[src/rtl/flpt_sched_if.sv]
`default_nettype none
// ============================================================================
//  Module      : flpt_sched_if
//  Description : Handshake bundle between the main decoder, the FP execute
//                sequencer and the FP unit start/select lines.
//  Revision    : 1.0  initial release
// ============================================================================
interface flpt_sched_if;
    logic       req;
    logic [6:0] funct7;
    logic [4:0] rs2f;
    logic [4:0] unit_start;
    logic [2:0] unit_sel;
    logic       busy;
    logic       flpt_done;
    logic       fregwrite;
    logic       iregwrite;
    logic       illegal;

    modport master (
        output req, funct7, rs2f,
        input  unit_start, unit_sel, busy, flpt_done, fregwrite, iregwrite, illegal
    );

    modport slave (
        input  req, funct7, rs2f,
        output unit_start, unit_sel, busy, flpt_done, fregwrite, iregwrite, illegal
    );
endinterface
`default_nettype wire

[src/rtl/flpt_sched.sv]
`default_nettype none
// ============================================================================
//  Module      : flpt_sched
//  Description : FP execute sequencer: decodes FTYPE fields, starts the fixed
//                latency FP unit, counts its latency and signals completion.
//  Revision    : 1.0  initial release
// ============================================================================
module flpt_sched #(
    parameter int ADD_LAT  = 2,
    parameter int MUL_LAT  = 2,
    parameter int DIV_LAT  = 8,
    parameter int SQRT_LAT = 8,
    parameter int MISC_LAT = 1,
    parameter int CNT_W    = 4
) (
    input  logic          clk,
    input  logic          rstn,
    flpt_sched_if.slave   bus
);

    localparam logic [1:0] c_IDLE  = 2'd0;
    localparam logic [1:0] c_ISSUE = 2'd1;
    localparam logic [1:0] c_WAIT  = 2'd2;
    localparam logic [1:0] c_DONE  = 2'd3;

    localparam logic [2:0] c_CL_ADD  = 3'd0;
    localparam logic [2:0] c_CL_MUL  = 3'd1;
    localparam logic [2:0] c_CL_DIV  = 3'd2;
    localparam logic [2:0] c_CL_SQRT = 3'd3;
    localparam logic [2:0] c_CL_MISC = 3'd4;

    localparam logic [CNT_W-1:0] c_ADD_LD  = CNT_W'(ADD_LAT  - 1);
    localparam logic [CNT_W-1:0] c_MUL_LD  = CNT_W'(MUL_LAT  - 1);
    localparam logic [CNT_W-1:0] c_DIV_LD  = CNT_W'(DIV_LAT  - 1);
    localparam logic [CNT_W-1:0] c_SQRT_LD = CNT_W'(SQRT_LAT - 1);
    localparam logic [CNT_W-1:0] c_MISC_LD = CNT_W'(MISC_LAT - 1);
    localparam logic [CNT_W-1:0] c_ZERO    = '0;
    localparam logic [CNT_W-1:0] c_ONE     = CNT_W'(1);

    logic [1:0]       r_state;
    logic [CNT_W-1:0] r_cnt;
    logic [2:0]       r_class;
    logic             r_fwr;
    logic             r_iwr;
    logic             r_illegal;

    logic [2:0]       w_class;
    logic             w_fwr;
    logic             w_iwr;
    logic             w_legal;
    logic [CNT_W-1:0] w_ld;

    always_comb begin
        w_class = c_CL_ADD;
        w_fwr   = 1'b0;
        w_iwr   = 1'b0;
        w_legal = 1'b1;
        case (bus.funct7)
            7'b0000000, 7'b0000100: w_fwr = 1'b1;
            7'b0001000: begin w_class = c_CL_MUL; w_fwr = 1'b1; end
            7'b0001100: begin w_class = c_CL_DIV; w_fwr = 1'b1; end
            7'b0101100: begin
                // rs2 is a reserved field for sqrt and must be zero
                if (bus.rs2f == 5'd0) begin
                    w_class = c_CL_SQRT;
                    w_fwr   = 1'b1;
                end else begin
                    w_legal = 1'b0;
                end
            end
            7'b0010000, 7'b1111000, 7'b1101000: begin w_class = c_CL_MISC; w_fwr = 1'b1; end
            7'b1010000, 7'b1110000, 7'b1100000: begin w_class = c_CL_MISC; w_iwr = 1'b1; end
            default: w_legal = 1'b0;
        endcase
    end

    always_comb begin
        case (r_class)
            c_CL_ADD:  w_ld = c_ADD_LD;
            c_CL_MUL:  w_ld = c_MUL_LD;
            c_CL_DIV:  w_ld = c_DIV_LD;
            c_CL_SQRT: w_ld = c_SQRT_LD;
            default:   w_ld = c_MISC_LD;
        endcase
    end

    always_ff @(posedge clk) begin
        if (!rstn) begin
            r_state   <= c_IDLE;
            r_cnt     <= c_ZERO;
            r_class   <= c_CL_ADD;
            r_fwr     <= 1'b0;
            r_iwr     <= 1'b0;
            r_illegal <= 1'b0;
        end else begin
            case (r_state)
                c_IDLE: begin
                    if (bus.req) begin
                        if (w_legal) begin
                            r_class   <= w_class;
                            r_fwr     <= w_fwr;
                            r_iwr     <= w_iwr;
                            r_illegal <= 1'b0;
                            r_state   <= c_ISSUE;
                        end else begin
                            r_class   <= c_CL_ADD;
                            r_fwr     <= 1'b0;
                            r_iwr     <= 1'b0;
                            r_illegal <= 1'b1;
                            r_state   <= c_DONE;
                        end
                    end
                end
                c_ISSUE: begin
                    // a load value of zero means a single-cycle unit
                    r_cnt   <= w_ld;
                    r_state <= (w_ld == c_ZERO) ? c_DONE : c_WAIT;
                end
                c_WAIT: begin
                    r_cnt <= r_cnt - c_ONE;
                    if (r_cnt == c_ONE) begin
                        r_state <= c_DONE;
                    end
                end
                default: begin
                    r_illegal <= 1'b0;
                    r_state   <= c_IDLE;
                end
            endcase
        end
    end

    assign bus.busy       = (r_state != c_IDLE);
    assign bus.unit_start = (r_state == c_ISSUE) ? (5'b00001 << r_class) : 5'd0;
    assign bus.unit_sel   = bus.busy ? r_class : 3'd0;
    assign bus.flpt_done  = (r_state == c_DONE);
    assign bus.fregwrite  = (r_state == c_DONE) && r_fwr;
    assign bus.iregwrite  = (r_state == c_DONE) && r_iwr;
    assign bus.illegal    = (r_state == c_DONE) && r_illegal;

endmodule
`default_nettype wire

[src/flat_wrapper.sv]
// flat-port wrapper written by rule: the top's interface ports become plain ports
module flpt_sched_flat 
#(
    parameter int ADD_LAT  = 2,
    parameter int MUL_LAT  = 2,
    parameter int DIV_LAT  = 8,
    parameter int SQRT_LAT = 8,
    parameter int MISC_LAT = 1,
    parameter int CNT_W    = 4
)
  (clk, rstn, bus_req, bus_funct7, bus_rs2f, bus_unit_start, bus_unit_sel, bus_busy, bus_flpt_done, bus_fregwrite, bus_iregwrite, bus_illegal);
  flpt_sched_if bus_i ();
  input  logic clk;
  input  logic rstn;
  input wire logic [$bits(bus_i.req)-1:0] bus_req;
  input wire logic [$bits(bus_i.funct7)-1:0] bus_funct7;
  input wire logic [$bits(bus_i.rs2f)-1:0] bus_rs2f;
  output wire logic [$bits(bus_i.unit_start)-1:0] bus_unit_start;
  output wire logic [$bits(bus_i.unit_sel)-1:0] bus_unit_sel;
  output wire logic [$bits(bus_i.busy)-1:0] bus_busy;
  output wire logic [$bits(bus_i.flpt_done)-1:0] bus_flpt_done;
  output wire logic [$bits(bus_i.fregwrite)-1:0] bus_fregwrite;
  output wire logic [$bits(bus_i.iregwrite)-1:0] bus_iregwrite;
  output wire logic [$bits(bus_i.illegal)-1:0] bus_illegal;
  assign bus_i.req = bus_req;
  assign bus_i.funct7 = bus_funct7;
  assign bus_i.rs2f = bus_rs2f;
  assign bus_unit_start = bus_i.unit_start;
  assign bus_unit_sel = bus_i.unit_sel;
  assign bus_busy = bus_i.busy;
  assign bus_flpt_done = bus_i.flpt_done;
  assign bus_fregwrite = bus_i.fregwrite;
  assign bus_iregwrite = bus_i.iregwrite;
  assign bus_illegal = bus_i.illegal;
  flpt_sched #(.ADD_LAT(ADD_LAT), .MUL_LAT(MUL_LAT), .DIV_LAT(DIV_LAT), .SQRT_LAT(SQRT_LAT), .MISC_LAT(MISC_LAT), .CNT_W(CNT_W)) u_core (.clk(clk), .rstn(rstn), .bus(bus_i));
endmodule
[config.mk]
export PLATFORM = sky130hd
export DESIGN_NAME = flpt_sched_flat
export DESIGN_NICKNAME = d
export VERILOG_FILES = /design/src/rtl/flpt_sched_if.sv /design/src/rtl/flpt_sched.sv /design/src/flat_wrapper.sv
export SDC_FILE = /design/constraint.sdc
export NUM_CORES = 1
export LEC_CHECK = 0
export CORE_MARGIN = 2
export CORE_UTILIZATION = 40
export CTS_BUF_LIST = sky130_fd_sc_hd__clkbuf_4 sky130_fd_sc_hd__clkbuf_8
export DETAILED_ROUTE_END_ITERATION = 16
export DONT_BUFFER_PORTS = 1
export GPL_TIMING_DRIVEN = 0
export PLACE_DENSITY = 0.56
export SYNTH_ARGS = -nofsm -noshare
export SYNTH_HDL_FRONTEND = slang
export SYNTH_SLANG_ARGS = --single-unit
[constraint.sdc]
create_clock -name clk -period 1.3 [get_ports clk]
set_input_delay 0.13 -clock clk [delete_from_list [all_inputs] [get_ports clk]]
set_output_delay 0.13 -clock clk [all_outputs]
set_load 0.02 [all_outputs]
After elaboration in Yosys (flattened, before gate mapping)
Cells that the tools add are included.
{"block": "totals", "out_inout_bits": 13, "inputBits": 15, "wordCells": 69, "latchBits": 0, "memories": 0, "rom_bits": 0, "ram_bits": 0, "reg_bits": 12}
{"block": "classes", "muxes": 21, "n_eq_ne": 19, "n_addsub": 1, "n_reduce_logical": 20, "mul": 0, "magnitude_cmp": 0, "div": 0, "n_bitwise": 1, "shift": 1}
{"op": "$eq 7x7->1 const B", "n": 5}
{"op": "$eq 7x4->1 const B", "n": 2}
{"op": "$pmux 3 s4", "n": 1}
{"op": "$reduce_or 10->1", "n": 1}
{"op": "$mux 2", "n": 4}
{"op": "$pmux 4 s2", "n": 1}
{"op": "$eq 7x3->1 const B", "n": 1}
{"op": "$eq 7x5->1 const B", "n": 1}
{"op": "$eq 7x6->1 const B", "n": 1}
{"op": "$logic_not 7->1", "n": 1}
{"op": "$mux 1", "n": 7}
{"op": "$reduce_or 7->1", "n": 1}
{"op": "$eq 3x2->1 const B", "n": 2}
{"op": "$mux 3", "n": 2}
{"op": "$pmux 1 s2", "n": 3}
{"op": "$pmux 2 s3", "n": 1}
{"op": "$pmux 3 s2", "n": 1}
{"op": "$reduce_and 2->1", "n": 3}
{"op": "$reduce_or 2->1", "n": 3}
{"op": "$reduce_or 6->1", "n": 1}
{"op": "$logic_not 5->1", "n": 1}
{"op": "$mux 5", "n": 1}
{"op": "$shl 1x3->5 const A", "n": 1}
{"op": "$eq 2x2->1 const B", "n": 2}
{"op": "13 further kinds", "n": 16}

Depth between registers and ports, before layout
Gate-level depths: netlist (run 1).
{"block": "depth", "ltp_word": 6, "depth_mapped": 6}

Worst setup path before layout (run 1)
Ideal clock, no wire load.
{"block": "synth_path", "kind": "register -> output", "start": "reg u_core.r_state[1]", "end": "out bus_unit_start[1]", "t_required_ps": 1170, "arrival_ps": 1322, "stages_incl_launch_ff": 4, "slack_ps": -152, "cell_sequence": "dfxtp_1 > inv_1 > ha_1 > nor4bb_1"}
{"block": "synth_via", "elab_chain_cells": 2}
{"item": "start: declaration", "line_no": "flpt_sched.sv:40", "rtl": "logic [1:0] r_state;"}
{"item": "start signal: assignment", "line_no": "flpt_sched.sv:89", "rtl": "r_state <= c_IDLE;"}
{"item": "start signal: assignment", "line_no": "flpt_sched.sv:104", "rtl": "r_state <= c_ISSUE;"}
{"item": "start signal: assignment", "line_no": "flpt_sched.sv:110", "rtl": "r_state <= c_DONE;"}
{"item": "$eq 2x1->1", "line_no": "flpt_sched.sv:134", "rtl": "assign bus.unit_start = (r_state == c_ISSUE) ? (5'b00001 << r_class) : 5'd0;"}
{"item": "$mux 5", "line_no": "flpt_sched.sv:134"}
{"item": "end: declaration", "line_no": "flat_wrapper.sv:18", "rtl": "output wire logic [$bits(bus_i.unit_start)-1:0] bus_unit_start;"}
Every way passes these cells.

Worst setup path after layout (run 1)
{"block": "layout_path", "start": "reg u_core.r_cnt[1]", "end": "reg u_core.r_state[1]"}
{"block": "layout_via", "elab_chain_cells": 3}
{"item": "start: declaration", "line_no": "flpt_sched.sv:41", "rtl": "logic [CNT_W-1:0] r_cnt;"}
{"item": "start signal: assignment", "line_no": "flpt_sched.sv:90", "rtl": "r_cnt <= c_ZERO;"}
{"item": "start signal: assignment", "line_no": "flpt_sched.sv:116", "rtl": "r_cnt <= w_ld;"}
{"item": "start signal: assignment", "line_no": "flpt_sched.sv:120", "rtl": "r_cnt <= r_cnt - c_ONE;"}
{"item": "$eq 4x1->1", "line_no": "flpt_sched.sv:121", "rtl": "if (r_cnt == c_ONE) begin"}
{"item": "$ne 2x1->1 (no source line)"}
{"item": "$reduce_and 2->1 (no source line)"}
{"item": "end signal: assignment", "line_no": "flpt_sched.sv:117", "rtl": "r_state <= (w_ld == c_ZERO) ? c_DONE : c_WAIT;"}
{"item": "end signal: assignment", "line_no": "flpt_sched.sv:122", "rtl": "r_state <= c_DONE;"}
{"item": "end signal: assignment", "line_no": "flpt_sched.sv:127", "rtl": "r_state <= c_IDLE;"}
Every way passes these cells.
A chain may end at the register's enable or synchronous reset.

==> results.toml, run 1 <==
[job]
cap_violations = 0

[setup_path]
critPathRequiredTime_ns = 1.49
reg2reg_to = "u_core.r_state[1]"
worst_setup_path_end_kind = "flop"
r2r_cells = 6
r2r_setup_slack_ns = -0.15
reg2reg_from = "u_core.r_cnt[1]"
worstSetupStartpointType = "flop"
worstPathMaxFanout = 4
arrival_ns = 1.65
crit_type = "reg -> reg"

[grt]
first_global_vias = 807
grt_max_degree = 11
grt_pass1_wl_mm = 3.46
antenna_found_initial = 0
track_usage = 0.181
grt_overflow = 0

[route]
route.antenna.remaining_nets = 0
dr_total_vias = 808
wl_per_cell_um = 14.5
drt_wl_total_mm = 2.09
drc = 0
vias_per_cell = 5.61
firstDrtPassIters = 4
drt_iter0_drc = 9

[logic_synthesis]
yosysTopAreaCell = "dfxtp_1"
synth_seq_cells = 12
synth-edff-count = 0
yosysMostFrequentCell = "nand2_1"
synth-seq-area-share = 0.281
synth_commonest_cells = "13 x nand2_1, 12 x dfxtp_1, 10 x nor2b_1"
postSynthCellCount = 105
ys.flop_type = "dfxtp_1"
synth_top_area_frac = 0.281
yosysWarningCount = 0
synthArstFlopShare = 0
synth_area_leaders = "dfxtp_1 28%, ha_1 8.8%, nor2b_1 7.3%"
synth.net_count = 126
avgSynthCellArea_um2 = 8.14
synth_area_um2 = 855
yosysUniqueCellTypes = 38

[pwr]
leakagePower_nw = 0.434
ir_drop_mv = 0.957
power.density_nw_per_um2 = 1760

[placed_design]
portBuffers = 0
hpwlAfterDp_mm = 1.46
dp_slack_ns = -0.209
placed_area_um2 = 912
place_congestion = 0.686

[clocking]
cts_made_buffers = 3
clk_path_buf_depth = 2
cts_max_level = 1
clkLatencyLatePin_ns = 0.27
clk_pin_slew_worst_paths_ns = 0.08
cts.sinks = 12
cts-root-buf = "clkbuf_4"
cts_tree = "done"

[sta]
fmax_mhz = 689
rsz0062_at_grt = "true"
worst_slew_pin_slew_ns = 0.413
setup_slack_ns = -0.151
setup_viol = 15
hold_viol = 0
drv_slew = 0
finalClockSkew_ns = 0.00463
period_share = 1.12
tns_ns = -0.839
period_needed_ns = 1.45
slew_headroom = 0.723
hold_ws_ns = 0.0134

[floorplan]
coreArea_um2 = 1980
die_area_um2 = 2520
placementRows = 16
die_h_um = 50.2
pin_count = 28
die_x_um = 50.2
start_util = 0.431

[cells_and_area]
area_growth_pct = 41.7
drive_above_1_share = 0.444
nFillCells = 174
final_util = 0.611
fin_area_um2 = 1210
n_antenna_cell = 0
fin_nets = 139

[worst_hold_path]
hp-class = "in -> reg"
min_to = "u_core.r_illegal"
hold_depth = 2
hold_start = "rstn"

[run_status]
status = "finished, violations left"
violations = "negative setup slack"
==> cell families (layout without fill, tap and decap cells) <==
logic type,after synthesis,count (layout),synth area share
AOI/OAI and AO/OA,21,21,0.186
buffers and inverters,9,21,0.0395
and+or+nand+nor,54,54,0.370
muxes,3,3,0.0351
adders and majority gates,6,6,0.0878
DFF,12,12,0.281
==> how the worst max path moves through the flow <==
stage	from	endpoint	slack, ns	cells after the start
global placement	u_core.r_cnt[1]	u_core.r_state[0]	-0.15	6
CTS	u_core.r_cnt[1]	u_core.r_state[0]	-0.17	6
finish	u_core.r_cnt[1]	u_core.r_state[1]	-0.15	6
detailed placement	u_core.r_state[0]	u_core.r_iwr	-0.21	6
floorplan	u_core.r_cnt[1]	u_core.r_state[0]	-0.06	6
global route	u_core.r_cnt[1]	u_core.r_state[0]	-0.24	6
==> what timing repair did <==
| item | 4_1_cts | 5_1_grt |
|---|---|---|
| setup endpoints to repair | 23 | 22 |
| hold buffers | 1 | 1 |
| endpoints found under the hold margin | 1 | 1 |
| gates resized for setup | 40 | 13 |
| gates cloned | 0 | 0 |
| buffers inserted | 3 | 4 |
| pin swaps | 6 | 6 |
==> flip-flops by register name, indices dropped and copies added, names as in the netlist <==
name,cells
u_core.r_iwr,1
u_core.r_fwr,1
u_core.r_state,2
u_core.r_cnt,4
u_core.r_class,3
u_core.r_illegal,1
==> placed cells by master, fill, tap and decap left out, drive strengths merged, types with 2 or more instances in the layout <==
master | synthesis | routed
nor3 | 2 | 2
nor2 | 4 | 4
a21boi | 2 | 2
nor4bb | 2 | 2
nor2b | 10 | 10
nand2 | 13 | 13
o21ai | 3 | 3
ha | 6 | 6
inv | 7 | 7
a21oi | 5 | 5
nand2b | 3 | 3
dlygate4sd3 | 0 | 2
and2 | 5 | 5
buf | 0 | 7
dfxtp | 12 | 12
nor4 | 2 | 2
mux2i | 3 | 3
clkbuf | 2 | 5
and3 | 4 | 4
or3 | 2 | 2
==> critical path, stage by stage (launching register included) <==
cell	delay, ns
dfxtp_2	0.33
inv_2	0.07
ha_4	0.12
or3b_4	0.38
a21oi_4	0.19
nand3b_1	0.12
o221ai_2	0.17
==> final cells by class <==
type / instances / area (um2) / area share
multi-input cells: 84 / 777 / 0.642
flip-flops and latches: 12 / 251 / 0.208
repair buffers: 9 / 80.1 / 0.0661
clock buffers: 4 / 36.3 / 0.0300
well taps: 27 / 33.8 / 0.0279
inverters: 7 / 28.8 / 0.0238
plain buffers: 1 / 3.75 / 0.00310
==> per-layer routing <==
metal | GRT usage | up-vias | wire, um
met4 | 0.0694 | 0 | 51
met2 | 0.314 | 19 | 1060
met3 | 0.0595 | 6 | 88
met1 | 0.202 | 380 | 890
met5 | 0 | - | 0
li1 | - | 403 | -
==> stage by stage <==
step           std cells  power, mW
5_1_grt              144       2.30
3_5_place_dp         132       1.38
3_3_place_gp         132       1.35
4_1_cts              139       1.98
2_1_floorplan        105       1.21
6_report             144       2.13
==> report_power, final <==
| group | internal (mW) | switching (mW) | total [mW] |
|---|---|---|---|
| clock network | 0.170 | 0.133 | 0.303 |
| registers | 0.466 | 0.0963 | 0.563 |
| logic | 0.632 | 0.627 | 1.26 |
No activity file was read; power rests on OpenSTA's default activity.
==> run 2, diff against run 1 <==
- PLACE_DENSITY: 0.56 -> not set
==> results.toml, run 2 (synthesis results as in run 1) <==
[run_status]
status = "finished, violations left"
violations = "negative setup slack"

[worst_hold_path]
min_to = "u_core.r_illegal"
hold_start = "rstn"
hold_depth = 2
hp-class = "in -> reg"

[placed_design]
place_congestion = 0.784
portBuffers = 0
dp_slack_ns = -0.163
hpwlAfterDp_mm = 1.40
place_inst = 132
placed_area_um2 = 912

[setup_path]
arrival_ns = 1.67
crit_type = "reg -> reg"
cp_slowest_cell = "or3b_4"
path_cells = "inv_2 -> ha_4 -> or3b_4 -> a21oi_4 -> nand3b_1 -> o221ai_2"
reg2reg_from = "u_core.r_cnt[1]"
critPathRequiredTime_ns = 1.50
r2r_cells = 6
max_stage_delay_ns = 0.38
r2r_setup_slack_ns = -0.18
worstPathMaxFanout = 4
reg2reg_to = "u_core.r_state[1]"
worstSetupStartpointType = "flop"
worst_setup_path_end_kind = "flop"

[clocking]
clk_path_buf_depth = 2
clk_pin_slew_worst_paths_ns = 0.08
cts_made_buffers = 3
cts_tree = "done"
cts_max_level = 1
cts.sinks = 12
cts-root-buf = "clkbuf_4"
clkLatencyLatePin_ns = 0.27

[floorplan]
pin_count = 28
placementRows = 16
coreArea_um2 = 1980
die_area_um2 = 2520
die_h_um = 50.2
start_util = 0.431
die_x_um = 50.2

[route]
vias_per_cell = 5.85
drt_iter0_drc = 14
drt_wl_total_mm = 2.41
firstDrtPassIters = 4
wl_per_cell_um = 16.7
route.antenna.remaining_nets = 0
dr_total_vias = 843
drc = 0

[sta]
setup_viol = 12
hold_ws_ns = 0.00594
rsz0062_at_grt = "true"
period_share = 1.14
hold_viol = 0
setup_slack_ns = -0.179
tns_ns = -0.919
finalClockSkew_ns = 0.00123
worst_slew_pin_slew_ns = 0.463
period_needed_ns = 1.48
fmax_mhz = 676
drv_slew = 0
slew_headroom = 0.689

[cells_and_area]
regMostFlops = "u_core.r_cnt"
fin_area_um2 = 1270
largest_registers = "u_core.r_cnt: 4 flops, u_core.r_class: 3 flops, u_core.r_state: 2 flops"
nFillCells = 146
layout_common_cells = "12 x nand2_1, 6 x ha_4, 5 x nor2b_1, 5 x buf_4, 5 x dfxtp_1"
final_util = 0.643
area_growth_pct = 49.0
fin_nets = 139
n_antenna_cell = 0
final_common_cell = "nand2_1"
drive_above_1_share = 0.470
multiInputGateArea_um2 = 813
seqCellArea_um2 = 256
largest_register_ffs = 4
final_cells = 144

[pwr]
ir_drop_mv = 1.24
power.density_nw_per_um2 = 1850
finalPower_mw = 2.36
leakagePower_nw = 0.445

[grt]
grt_overflow = 0
track_usage = 0.196
antenna_found_initial = 0
grt_max_degree = 11
first_global_vias = 796
grt_pass1_wl_mm = 3.82

[job]
cap_violations = 0
==> run 2: worst max-delay path, delay by kind of cell, from the launching register on <==
family	cells	cell delay (ns)
flip-flops	1	0.34
adder cells (fa/ha/maj)	1	0.12
AO/OA/AOI/OAI	2	0.36
AND/OR/NAND/NOR	2	0.52
buffers and inverters	1	0.07
==> run 2: how the worst max path moves through the flow <==
stage | start | depth (start not counted) | to | slack, ns
after floorplan | u_core.r_cnt[1] | 6 | u_core.r_state[0] | -0.06
after global placement | u_core.r_cnt[1] | 6 | u_core.r_state[0] | -0.14
after detailed placement | u_core.r_cnt[1] | 6 | u_core.r_state[0] | -0.16
after CTS | u_core.r_cnt[1] | 6 | u_core.r_state[0] | -0.16
after global routing | u_core.r_cnt[1] | 6 | u_core.r_state[0] | -0.25
final | u_core.r_cnt[1] | 6 | u_core.r_state[1] | -0.18
==> run 2: layout make-up <==
cell class / instances / area share
plain buffers: 1 / 0.00295
flip-flops and latches: 12 / 0.201
repair buffers: 9 / 0.0776
well taps: 27 / 0.0265
clock buffers: 4 / 0.0285
inverters: 7 / 0.0246
multi-input cells: 84 / 0.639
==> run 2: layer usage <==
metal,track usage,up-vias,wire (um)
met1,0.255,396,1040
met3,0.0476,8,141
li1,-,403,-
met4,0.0741,0,46
met2,0.309,36,1180
met5,0,-,0
==> run 2: power by group <==
group          total [mW]  switching, mW  internal, mW
combinational        1.47          0.711         0.757
clock               0.308          0.137         0.170
sequential          0.583          0.106         0.477
==> run 2: repair_timing <==
| action | CTS | global route |
|---|---|---|
| resized for setup | 48 | 15 |
| setup endpoints to repair | 23 | 21 |
| setup buffers | 6 | 5 |
| hold buffers | 1 | 0 |
| endpoints found under the hold margin | 1 | 0 |
| pin swaps | 8 | 5 |
==> run 3, diff against run 2 <==
==> constraint.sdc (replaced) <==
create_clock -name clk -period 1.6 [get_ports clk]
set_input_delay 0.32 -clock clk [delete_from_list [all_inputs] [get_ports clk]]
set_output_delay 0.32 -clock clk [all_outputs]
set_load 0.02 [all_outputs]
==> results.toml, run 3 (synthesis results as in run 1) <==
[run_status]
status = "finished, final reports clean"

[cells_and_area]
regMostFlops = "u_core.r_cnt"
seqCellArea_um2 = 259
final_common_cell = "nand2_1"
largest_register_ffs = 4
fin_nets = 132
layout_common_cells = "12 x nand2_1, 5 x inv_1, 5 x and2_1, 5 x nor2b_1, 5 x dfxtp_1"
area_growth_pct = 24.3
multiInputGateArea_um2 = 702
nFillCells = 191
n_antenna_cell = 0
final_cells = 136
drive_above_1_share = 0.321
largest_registers = "u_core.r_cnt: 4 flops, u_core.r_class: 3 flops, u_core.r_state: 2 flops"

[route]
drc = 0
routed.top_layer = "met4"
m1WireLength_um = 922
vias_per_cell = 5.63
wl_per_cell_um = 14.2
firstDrtPassIters = 4
wl_met2_um = 896
dr_total_vias = 766
route.antenna.remaining_nets = 0
drt_iter0_drc = 20
wl_met3_um = 96
drt_wl_total_mm = 1.93

[setup_path]
cp_slowest_cell = "dfxtp_4"
r2r_setup_slack_ns = 0.13
path_cells = "inv_4 -> ha_4 -> nor4bb_4"
worstPathMaxFanout = 6
reg2reg_to = "u_core.r_state[0]"
max_stage_delay_ns = 0.37
critPathRequiredTime_ns = 1.28
crit_type = "reg -> out"
arrival_ns = 1.23
worst_setup_path_end_kind = "primary output"
worstSetupStartpointType = "flop"
r2r_cells = 6
reg2reg_from = "u_core.r_cnt[1]"

[grt]
track_usage = 0.177
antenna_found_initial = 0
grt_overflow = 0
grt_max_degree = 11
first_global_vias = 741
grt_pass1_wl_mm = 3.46

[sta]
tns_ns = 0
drv_slew = 0
rsz0062_at_grt = "true"
hold_viol = 0
finalClockSkew_ns = 0.000378
fmax_mhz = 646
period_share = 0.967
slew_headroom = 0.719
worst_slew_pin_slew_ns = 0.422
period_needed_ns = 1.55
setup_viol = 0

[clocking]
cts-root-buf = "clkbuf_4"
clk_path_buf_depth = 2
clk_pin_slew_worst_paths_ns = 0.07
clkLatencyLatePin_ns = 0.27
cts_tree = "done"
cts_made_buffers = 3
cts.sinks = 12
cts_max_level = 1
hold_buffers = 0

[floorplan]
coreArea_um2 = 1980
die_x_um = 50.2
placementRows = 16
die_area_um2 = 2520
pin_count = 28
start_util = 0.431
die_h_um = 50.2

[placed_design]
portBuffers = 0
place_inst = 132
place_congestion = 0.824
hpwlAfterDp_mm = 1.39

[pwr]
power.density_nw_per_um2 = 1350
ir_drop_mv = 0.849
leakagePower_nw = 0.378
finalPower_mw = 1.44

[job]
cap_violations = 0

[worst_hold_path]
min_to = "u_core.r_class[1]"
hold_depth = 1
hold_start = "bus_funct7[3]"
hp-class = "in -> reg"
## run 3: worst max-delay path by stage
| stage | startpoint | end | slack, ns | cells after the start |
|---|---|---|---|---|
| floorplan | u_core.r_state[1] | bus_unit_start[1] | 0.15 | 3 |
| global placement | u_core.r_state[1] | bus_unit_start[1] | 0.07 | 3 |
| detailed placement | u_core.r_state[1] | bus_unit_start[1] | 0.03 | 3 |
| CTS | u_core.r_class[1] | bus_unit_start[3] | 0.003 | 2 |
| global route | u_core.r_state[1] | bus_unit_start[1] | -0.02 | 3 |
| finish | u_core.r_state[1] | bus_unit_start[4] | 0.05 | 3 |
## run 3: power by group
group | internal (mW) | total [mW] | switching, mW
registers | 0.380 | 0.460 | 0.0800
logic | 0.363 | 0.794 | 0.432
clock network | 0.0871 | 0.181 | 0.0943
## run 3: routing by layer
layer,GRT usage,vias to the layer above
li1,-,389
met1,0.232,357
met2,0.274,18
met3,0.0536,2
met4,0.0556,0
met5,0,-
## run 3: stage by stage
step                      setup slack, ns  hold slack (ns)   util  instance area (um2)
after detailed placement           0.0303            0.455  0.458                  907
after global placement             0.0743            0.453  0.458                  907
final                              0.0525            0.197  0.536                 1060
after floorplan                     0.151            0.442      -                  873
after global routing              -0.0246            0.185  0.536                 1060
after CTS                         0.00342            0.182  0.512                 1010
## run 3: worst max-delay path, delay by kind of cell, from the launching register on
family                     cells  cell delay (ns)
DFF                            1             0.37
buffers and inverters          1             0.07
and+or+nand+nor                1             0.36
adders and majority gates      1             0.15
## run 3: area by class of cell
type	count	area share
flip-flops and latches	12	0.244
clock buffers	3	0.0212
repair buffers	1	0.00707
plain buffers	2	0.00824
inverters	7	0.0271
multi-input cells	84	0.661
well taps	27	0.0318
## run 3: timing repair
action	CTS	global route
buffers inserted	0	1
pin swaps	2	1
endpoints found under the setup margin	11	15
resized for setup	21	16
cloned	0	0
==> RTL change (flow settings as in run 2) <==
`DIV_LAT` is set to 8 in 2 places; all go to 7.
--- a/src/rtl/flpt_sched.sv
+++ b/src/rtl/flpt_sched.sv
@@ -10,3 +10,3 @@
     parameter int MUL_LAT  = 2,
-    parameter int DIV_LAT  = 8,
+    parameter int DIV_LAT  = 7,
     parameter int SQRT_LAT = 8,
--- a/src/flat_wrapper.sv
+++ b/src/flat_wrapper.sv
@@ -5,3 +5,3 @@
     parameter int MUL_LAT  = 2,
-    parameter int DIV_LAT  = 8,
+    parameter int DIV_LAT  = 7,
     parameter int SQRT_LAT = 8,
Check against the original RTL: not equivalent (a bounded check fails within 10 cycles, from zero or initial values and one cycle with rstn low).
==> RTL change against run 2 <==
- the flow still finishes with violations (setup timing)
- total power rose by 2.5%
- design area is 3.8% lower
- critical path depth stayed put
- setup slack got worse by 0.049 ns
- combinational power rose by 9%
- area after synthesis down 2.8%
- sequential cell count unchanged
- wire length down 13%
- largest cell class unchanged
==> RTL change: results (changes against run 2) <==
gp_congestion: 0.831  # +6.1%
finalNonFillerCells: 148  # +2.8%
synthTopCellsByCount: "dfxtp_1 (12), nand2_1 (10), nor2_1 (9), inv_1 (8)"
yosysUniqueCellTypes: 35  # -7.9%
crit_fanout: 2  # -2
post_drt_wl_per_cell_um: 14.2  # -15%
max-vdd-ir-drop_mv: 1.10  # -11%
drive_gt1_frac: 0.455  # -0.0155
viasPerCell: 5.57  # -4.9%
placedCellCount: 135  # +2.3%
track_usage: 0.182  # -0.0139
cellLeakagePower_nw: 0.441  # -0.90%
final_area_um2: 1220  # -3.8%
status: "finished with violations"
p_sw_frac: 0.422  # +0.0171
violations: "setup timing"
fin_ws_ns: -0.228  # -0.0492 ns
finalSetupViolations: 13  # +1
ys_top_cells_by_area: "dfxtp_1 (29%), ha_1 (9.0%), nor2b_1 (5.3%)"
fillers: 192  # +32%
fin_tns_setup_ns: -1.38  # -0.461 ns
slew_headroom: 0.738  # +0.0491
avgSynthCellArea_um2: 7.69  # -5.5%
ys_seq_area_frac: 0.289  # +0.00804
skew_ns: 0.00292  # +0.00168 ns
synth_nets: 129  # +2.4%
grt_pass1_vias: 749  # -5.9%
-- RTL change: power groups by stage --
stage                     clock [mW]  combinational (mW)  sequential (mW)
after floorplan                    0               0.754            0.526
after global routing           0.255                1.72            0.608
after global placement             0               0.883            0.549
final                          0.224                1.60            0.593
after detailed placement           0               0.903            0.549
after CTS                      0.235                1.23            0.572
-- RTL change: layout make-up --
class                      instances  share of cell area
inverter                           8              0.0317
clock buffer                       3              0.0184
timing repair buffer              11              0.0899
buffer                             1             0.00919
multi-input combinational         86               0.618
tap                               27              0.0276
sequential                        12               0.205
-- RTL change: logic make-up after synthesis --
| logic type | Yosys count | share of synthesized area |
|---|---|---|
| simple gates | 52 | 0.351 |
| compound gates | 26 | 0.200 |
| flops | 12 | 0.289 |
| buf+inv | 10 | 0.0452 |
| fa+ha+maj | 6 | 0.0904 |
| mux | 2 | 0.0241 |
-- RTL change: metrics by stage --
step                      setup WS [ns]  hold slack, ns
after floorplan                 -0.0967           0.248
after global placement           -0.216           0.249
after detailed placement         -0.229           0.269
after CTS                        -0.228        0.000993
after global routing             -0.250          0.0178
final                            -0.228          0.0112
-- RTL change: path summary, 6_finish.rpt --
kind | start | endpoint | slack [ns] | depth (start not counted)
max | u_core.r_cnt[1]$_SDFFE_PN0N_ | u_core.r_state[1]$_SDFFE_PN0P_ | -0.23 | 6
max reg2reg | u_core.r_cnt[1]$_SDFFE_PN0N_ | u_core.r_state[1]$_SDFFE_PN0P_ | -0.23 | 6
min reg2reg | u_core.r_iwr$_SDFFE_PN0P_ | u_core.r_iwr$_SDFFE_PN0P_ | 0.49 | 2
min | rstn | u_core.r_class[0]$_SDFFE_PN0P_ | 0.01 | 2
-- RTL change: per-layer routing --
metal / up-vias / GRT usage / share of wire
met4: 0 / 0.0972 / 0.019
met5: - / 0 / 0
met1: 389 / 0.224 / 0.42
met2: 19 / 0.291 / 0.52
met3: 4 / 0.0424 / 0.042
li1: 412 / - / -
-- RTL change: worst max-delay path: stages (launching register included) --
cell and delay [ns]:
dfxtp_2 0.33, inv_2 0.07, ha_4 0.11, or3b_4 0.39
a21oi_4 0.17, mux2i_1 0.23, o32ai_1 0.09
-- RTL change: what timing repair did --
item / CTS / global route
pin swaps: 4 / 12
hold buffers: 1 / 0
cloned: 0 / 1
endpoints found under the hold margin: 2 / 0
endpoints found under the setup margin: 22 / 20
gates resized for setup: 38 / 27
buffers inserted: 5 / 4
